**src/rtl/counter_dir_decoder.sv**
```systemverilog
// Receiving side of the 2-bit up/down counter link: recovers step direction,
// an extended signed position, an idle indication and a sticky illegal-jump error.
module counter_dir_decoder #(
   parameter int POS_W    = 16,
   parameter int IDLE_MAX = 15
) (
   input  logic             clk,
   input  logic             rst,
   input  logic [1:0]       cnt_in,
   input  logic             cnt_valid,
   input  logic             clr_err,
   output logic             up,
   output logic             step,
   output logic             dir_chg,
   output logic [POS_W-1:0] pos,
   output logic             locked,
   output logic             idle,
   output logic             err
);

   typedef enum logic [1:0] {
      ST_UNLOCKED = 2'b00,
      ST_LOCKED   = 2'b01,
      ST_ERROR    = 2'b10
   } state_t;

   localparam logic [7:0]       IDLE_MAX_C = 8'(IDLE_MAX);
   localparam logic [POS_W-1:0] POS_ONE    = {{(POS_W-1){1'b0}}, 1'b1};

   state_t           state_r, state_nxt_s;
   logic [1:0]       prev_r, prev_nxt_s;
   logic [1:0]       delta_s;
   logic [POS_W-1:0] pos_r, pos_nxt_s;
   logic [7:0]       idle_cnt_r, idle_cnt_nxt_s;
   logic             up_r, up_nxt_s;
   logic             step_r, step_nxt_s;
   logic             dir_chg_r, dir_chg_nxt_s;
   logic             locked_r, idle_r, err_r, err_nxt_s;

   assign delta_s = cnt_in - prev_r;

   // Next-state and next-output decode; pulses default low, everything else holds.
   always_comb begin
      state_nxt_s    = state_r;
      prev_nxt_s     = prev_r;
      pos_nxt_s      = pos_r;
      idle_cnt_nxt_s = idle_cnt_r;
      up_nxt_s       = up_r;
      step_nxt_s     = 1'b0;
      dir_chg_nxt_s  = 1'b0;
      err_nxt_s      = err_r;
      case (state_r)
         ST_UNLOCKED: begin
            if (cnt_valid) begin
               prev_nxt_s  = cnt_in;
               state_nxt_s = ST_LOCKED;
            end else begin
               state_nxt_s = ST_UNLOCKED;
            end
         end
         ST_LOCKED: begin
            if (cnt_valid) begin
               case (delta_s)
                  2'd1: begin
                     pos_nxt_s      = pos_r + POS_ONE;
                     up_nxt_s       = 1'b1;
                     step_nxt_s     = 1'b1;
                     dir_chg_nxt_s  = ~up_r;
                     prev_nxt_s     = cnt_in;
                     idle_cnt_nxt_s = 8'd0;
                  end
                  2'd3: begin
                     pos_nxt_s      = pos_r - POS_ONE;
                     up_nxt_s       = 1'b0;
                     step_nxt_s     = 1'b1;
                     dir_chg_nxt_s  = up_r;
                     prev_nxt_s     = cnt_in;
                     idle_cnt_nxt_s = 8'd0;
                  end
                  2'd0: begin
                     if (idle_cnt_r < IDLE_MAX_C) begin
                        idle_cnt_nxt_s = idle_cnt_r + 8'd1;
                     end else begin
                        idle_cnt_nxt_s = IDLE_MAX_C;
                     end
                  end
                  default: begin
                     // A jump of two leaves direction ambiguous; freeze and flag.
                     state_nxt_s = ST_ERROR;
                     err_nxt_s   = 1'b1;
                  end
               endcase
            end else begin
               state_nxt_s = ST_LOCKED;
            end
         end
         ST_ERROR: begin
            if (clr_err) begin
               state_nxt_s    = ST_UNLOCKED;
               err_nxt_s      = 1'b0;
               idle_cnt_nxt_s = 8'd0;
            end else begin
               state_nxt_s = ST_ERROR;
            end
         end
         default: begin
            state_nxt_s = ST_UNLOCKED;
         end
      endcase
   end

   // State and output registers with synchronous reset.
   always_ff @(posedge clk) begin
      if (rst) begin
         state_r    <= ST_UNLOCKED;
         prev_r     <= 2'd0;
         pos_r      <= {POS_W{1'b0}};
         idle_cnt_r <= 8'd0;
         up_r       <= 1'b1;
         step_r     <= 1'b0;
         dir_chg_r  <= 1'b0;
         locked_r   <= 1'b0;
         idle_r     <= 1'b0;
         err_r      <= 1'b0;
      end else begin
         state_r    <= state_nxt_s;
         prev_r     <= prev_nxt_s;
         pos_r      <= pos_nxt_s;
         idle_cnt_r <= idle_cnt_nxt_s;
         up_r       <= up_nxt_s;
         step_r     <= step_nxt_s;
         dir_chg_r  <= dir_chg_nxt_s;
         locked_r   <= (state_nxt_s == ST_LOCKED);
         idle_r     <= (idle_cnt_nxt_s == IDLE_MAX_C);
         err_r      <= err_nxt_s;
      end
   end

   assign up      = up_r;
   assign step    = step_r;
   assign dir_chg = dir_chg_r;
   assign pos     = pos_r;
   assign locked  = locked_r;
   assign idle    = idle_r;
   assign err     = err_r;

endmodule

```
**config.mk**
```make
export PLATFORM = sky130hd
export DESIGN_NAME = counter_dir_decoder
export DESIGN_NICKNAME = d
export VERILOG_FILES = /design/src/rtl/counter_dir_decoder.sv
export SDC_FILE = /design/constraint.sdc
export NUM_CORES = 1
export LEC_CHECK = 0
export ABC_AREA = 0
export BUFFER_PORTS_ARGS = -buffer_cell sky130_fd_sc_hd__buf_4
export CORE_UTILIZATION = 40
export CTS_CLUSTER_DIAMETER = 30
export CTS_CLUSTER_SIZE = 25
export DETAILED_ROUTE_END_ITERATION = 10
export PLACE_DENSITY_LB_ADDON = 0.15
export SYNTH_ARGS = -nofsm -noshare
export SYNTH_HDL_FRONTEND = slang
export SYNTH_SLANG_ARGS = --single-unit
```
**constraint.sdc**
```tcl
create_clock -name clk -period 9.74 [get_ports clk]
set_input_delay 1.948 -clock clk [delete_from_list [all_inputs] [get_ports clk]]
set_output_delay 1.948 -clock clk [all_outputs]
set_load 0.1 [all_outputs]
```
# --- Yosys cells after proc, flatten, opt, wreduce, memory -nomap -nowiden ---
# Index checks and enable logic that the tools add are counted.
op_classes:
  mul: 0
  bitwise_logic: 3
  n_reduce_logical: 11
  n_div: 0
  magnitude_cmp: 1
  shift: 0
  add_sub_neg: 4
  n_mux: 22
  eq_ne: 11
op_table:
  columns: ["op", "n"]
  rows:
  - ["$pmux 16 s2", 1]
  - ["$pmux 8 s2", 2]
  - ["$mux 8", 3]
  - ["$add 16x1->16 const B", 1]
  - ["$sub 16x1->16 const B", 1]
  - ["$mux 2", 6]
  - ["$ne 2x2->1 const B", 5]
  - ["$add 8x1->8 const B", 1]
  - ["$eq 8x4->1 const B", 1]
  - ["$lt 8x4->1 const B", 1]
  - ["$reduce_and 4->1", 2]
  - ["$eq 2x1->1 const B", 3]
  - ["$pmux 1 s2", 3]
  - ["$pmux 2 s3", 1]
  - ["$reduce_bool 2->1", 3]
  - ["$reduce_or 3->1", 2]
  - ["$mux 1", 5]
  - ["$eq 2x2->1 const B", 2]
  - ["$logic_not 2->1", 2]
  - ["$pmux 2 s2", 1]
  - ["$not 1->1", 3]
  - ["$reduce_and 3->1", 1]
  - ["$reduce_or 2->1", 1]
  - ["$sub 2x2->2", 1]
word_totals:
  regBits: 34
  out_inout_bits: 22
  romBits: 0
  n_memories: 0
  wordCells: 62
  mem_bits_rw: 0
  latch_bits: 0
  input_bits: 6

# --- Longest topological paths before layout ---
logic_depth:
  word_depth: 7
  ltp_mapped: 14
  mapped_depth_nobuf: 14

# --- Worst setup path after synthesis ---
# Ideal clock, no wire load.
synth_timing:
  path_type: "input-to-reg"
  from: "input port cnt_in[0]"
  to: "register pos_r[15], in the netlist pos[15]"
  path_buffers: 0
  t_required_ps: 9617
  setup_time_ps: 123
  path_slack_ps: 4663
  arrival_time_ps: 4954
  cell_stages: 13
  cell_sequence: "inv_1 ha_1 xor2_1 xnor2_2 nor2_1 ha_1 a21o_1 a21oi_2 o21ai_2 a31o_1 a311o_1 mux2i_1 mux2_1"
synth_between:
  elab_chain_len: 4
  elab_cells_between_ends: 6
  classes_between: "1 x add/sub; 2 x eq/ne; 1 x mux; 2 x reduce/logical"
synth_rtl:
  columns: ["element", "line_no", "text"]
  rows:
  - ["start, declared", "9", "input logic [1:0] cnt_in,"]
  - ["$sub 2x2->2 (*)", "40", "assign delta_s = cnt_in - prev_r;"]
  - ["$eq 2x2->1 / $eq 2x1->1 (equally long branches)", "63", "case (delta_s)"]
  - ["$reduce_bool 2->1 (no line)", null, null]
  - ["$reduce_and 3->1 (no line)", null, null]
  - ["end signal, assigned", "117", "pos_r <= {POS_W{1'b0}};"]
  - ["end signal, assigned", "128", "pos_r <= pos_nxt_s;"]
  - ["end, declared", "33", "logic [POS_W-1:0] pos_r, pos_nxt_s;"]
# Mark *: on every way between the ends. The rest lies on a longest branch, timed or not.
# A chain may end at the register's enable or synchronous reset.

# --- Worst setup path after layout ---
layout_timing:
  from: "input port cnt_in[0]"
  to: "register pos_r[12], in the netlist pos[12]"
# Same word-level chain as after synthesis.

==> flow_metrics.env <==
export IMPL_maxCapViolCount=0
export IMPL_synth_xor_area_share=0.0551
export IMPL_holdCritPathClass="reg2reg"
export IMPL_dpl_hpwl_um=3100
export IMPL_powerDensity_nw_per_um2=160
export IMPL_yosys_register_bits=34
export IMPL_cpPeakStageDelay_ns=0.81
export IMPL_num_antenna_cells=0
export IMPL_cp_end_kind="register"
export IMPL_ff_latch_area_um2=681
export IMPL_skew_ns=0.00364
export IMPL_clk_pin_slew_ns=0.07
export IMPL_setup_violations=0
export IMPL_power_leakage_nw=1.06
export IMPL_status="finished clean"
export IMPL_die_h_um=73.5
export IMPL_drive_gt1_frac=0.152
export IMPL_synthCells=242
export IMPL_async_reset_ff_frac=0
export IMPL_grt_max_degree=39
export IMPL_io_buffers=27
export IMPL_syn_mean_instance_area_um2=8.44
export IMPL_dp_cells=329
export IMPL_path_buf_inv=3
export IMPL_fin_crit_sh=0.546
export IMPL_start_util=0.424
export IMPL_synth_area_um2=2040
export IMPL_num_rows=25
export IMPL_fill_cells=500
export IMPL_fmax_mhz=188
export IMPL_grt_use_total=0.170
export IMPL_clk_latency_ns=0.29
export IMPL_cts_sinks=34
export IMPL_die_area_um2=5390
export IMPL_ys_seq_area_frac=0.333
export IMPL_core_um2=4820
export IMPL_synth_nets=269
export IMPL_cts_buffer_depth=2
export IMPL_wl_per_cell_um=12.6
export IMPL_syn_to_final_growth_pct=19.9
export IMPL_ant_nets=0
export IMPL_crit_top_cell="inv_1"
export IMPL_path_class="in2reg"
export IMPL_synth_fa_ha_area_frac=0.132
export IMPL_stdcell_count=337
export IMPL_drt_wl_total_um=4230
export IMPL_fin_crit_ns=5.32
export IMPL_worst_slew_pin_slew_ns=1.05
export IMPL_grt_ovfl_total=0
export IMPL_io_pins=28
export IMPL_worst_endpoint_required_ns=9.97
export IMPL_synth_cell_type_count=47
export IMPL_rsz0062_at_grt="no"
export IMPL_grt_pass1_wl_um=7200
export IMPL_cts_root_buffer="clkbuf_8"
export IMPL_multi_input_area_um2=1300
export IMPL_place_gp_congestion=0.781
export IMPL_cts_hold_buf=0
export IMPL_crit_slowest_cell="nor2_1"
export IMPL_synth_warnings=0
export IMPL_cts_resized=0
export IMPL_route_vias_total=1786
export IMPL_cp_start_kind="input port"
export IMPL_cp_max_fo=15
export IMPL_synth_edf_count=0
export IMPL_ir_drop_uv=68.7
export IMPL_synth_simple_area_share=0.225
export IMPL_fin_tns_setup_ns=0
export IMPL_crit_chain="buf_4, inv_1, ha_1, xor2_1, xnor2_2, nor2_1, inv_1, fa_1, nor2b_1, o31a_1, nor4_1, o31ai_2, nand3_1, a2111oi_0, a311o_1"
export IMPL_die_x_um=73.5
export IMPL_fin_nets=296
export IMPL_cp_top_family="simple AND/OR/NAND/NOR gates"
export IMPL_via_per_inst=5.30
export IMPL_initialDrtViolationCount=76
export IMPL_first_pass_iters=4
export IMPL_antenna_found_initial=0
export IMPL_crit_arrival_ns=5.55
export IMPL_slew_limit_headroom=0.298
export IMPL_grt_pass1_vias=1623
export IMPL_synth_compound_area_frac=0.202
export IMPL_route_detailed_drc=0
export IMPL_final_hold_viol_count=0
export IMPL_cts_inserted_buffers=5
export IMPL_synth_main_ff_cell="dfxtp_1"
export IMPL_cts_setup_buffers=0
export IMPL_htree_num_levels=2
export IMPL_cts_tree="done"
export IMPL_muxShareOfSynthArea=0.0202
export IMPL_synth_top_family_by_area="simple AND/OR/NAND/NOR gates"
export IMPL_drv_slew=0
-- cell usage after synthesis, types with 2 or more instances --
cell type	n	share of area
or4_1	2	0.0074
o21a_1	3	0.011
a211oi_1	2	0.0074
and2_1	5	0.015
a21o_1	6	0.022
nor2_1	17	0.031
inv_1	9	0.017
xnor2_1	7	0.030
clkbuf_1	8	0.015
nor2b_1	6	0.018
a311o_1	2	0.0098
nand3b_1	2	0.0074
o21ai_0	6	0.015
nand3_1	8	0.020
nor4b_1	2	0.0086
ha_1	20	0.12
nand2_1	25	0.046
nand2b_1	4	0.012
nor3b_1	4	0.015
dfxtp_1	34	0.33
a31oi_1	5	0.015
xor2_1	4	0.017
a211o_1	2	0.0086
nor3_1	9	0.022
mux2i_1	3	0.015
a21oi_1	24	0.059
and3_1	3	0.0092
-- routing by layer --
metal  GRT usage  part of all wire
met1       0.202              0.48
met2       0.299              0.47
met3      0.0412             0.036
met4      0.0577             0.011
met5           0                 0
-- registers in the layout, indices dropped and copies added (netlist names) --
| name | cells |
|---|---|
| locked | 1 |
| up | 1 |
| idle | 1 |
| step | 1 |
| dir_chg | 1 |
| pos | 16 |
| prev_r | 2 |
| idle_cnt_r | 8 |
| err | 1 |
| state_r | 2 |
-- logic make-up after synthesis --
family	Yosys count
AO/OA/AOI/OAI	63
XOR/XNOR	12
adder cells (fa/ha/maj)	21
buffers and inverters	17
flip-flops	34
multiplexers	4
AND/OR/NAND/NOR	91
-- per-stage QoR --
step	total power (W)	utilization	hold WS, ns	area [µm²]	setup WS [ns]
global route	0.000410	0.508	0.469	2450	4.10
detailed placement	0.000233	0.479	0.439	2310	4.09
finish	0.000391	0.508	0.454	2450	4.42
CTS	0.000396	0.508	0.460	2450	4.41
global placement	0.000233	0.479	0.438	2310	4.23
floorplan	0.000215	-	0.420	2040	4.66
-- placed cells by master, fill, tap and decap left out, drive strengths merged, types with 5 or more instances in the layout --
cell,count
and2,5
nor3,9
clkbuf,6
o21ai,8
nand3,8
dfxtp,34
a31oi,5
a21o,6
nor2,17
inv,9
xnor2,8
a21oi,25
nand2,25
nor2b,6
buf,28
ha,20
-- worst paths after layout --
check                                start                  endpoint  slack [ns]  cells after the start
setup / recovery                 cnt_in[0]      pos[12]$_SDFFE_PP0P_        4.42                     15
hold / removal    idle_cnt_r[5]$_SDFF_PP0_  idle_cnt_r[5]$_SDFF_PP0_        0.45                      1
hold reg to reg   idle_cnt_r[5]$_SDFF_PP0_  idle_cnt_r[5]$_SDFF_PP0_        0.45                      1
setup reg to reg    prev_r[0]$_SDFFE_PP0P_      pos[12]$_SDFFE_PP0P_        5.91                     13
-- where the power goes --
part | internal, W | leakage, nW | switching [W] | total, W
registers | 0.000143 | 0.275 | 0.00000300 | 0.000146
logic | 0.0000267 | 0.713 | 0.0000565 | 0.0000832
clock network | 0.000109 | 0.0714 | 0.0000529 | 0.000162
total | 0.000279 | 1.06 | 0.000112 | 0.000391
-- layout make-up --
cell class / count / area share
multi-input combinational: 191 / 0.530
clock inverter: 2 / 0.0245
clock buffer: 6 / 0.0337
sequential: 34 / 0.278
inverter: 9 / 0.0138
tap: 67 / 0.0342
timing repair buffer: 28 / 0.0858
No activity file was read; power rests on OpenSTA's default activity.
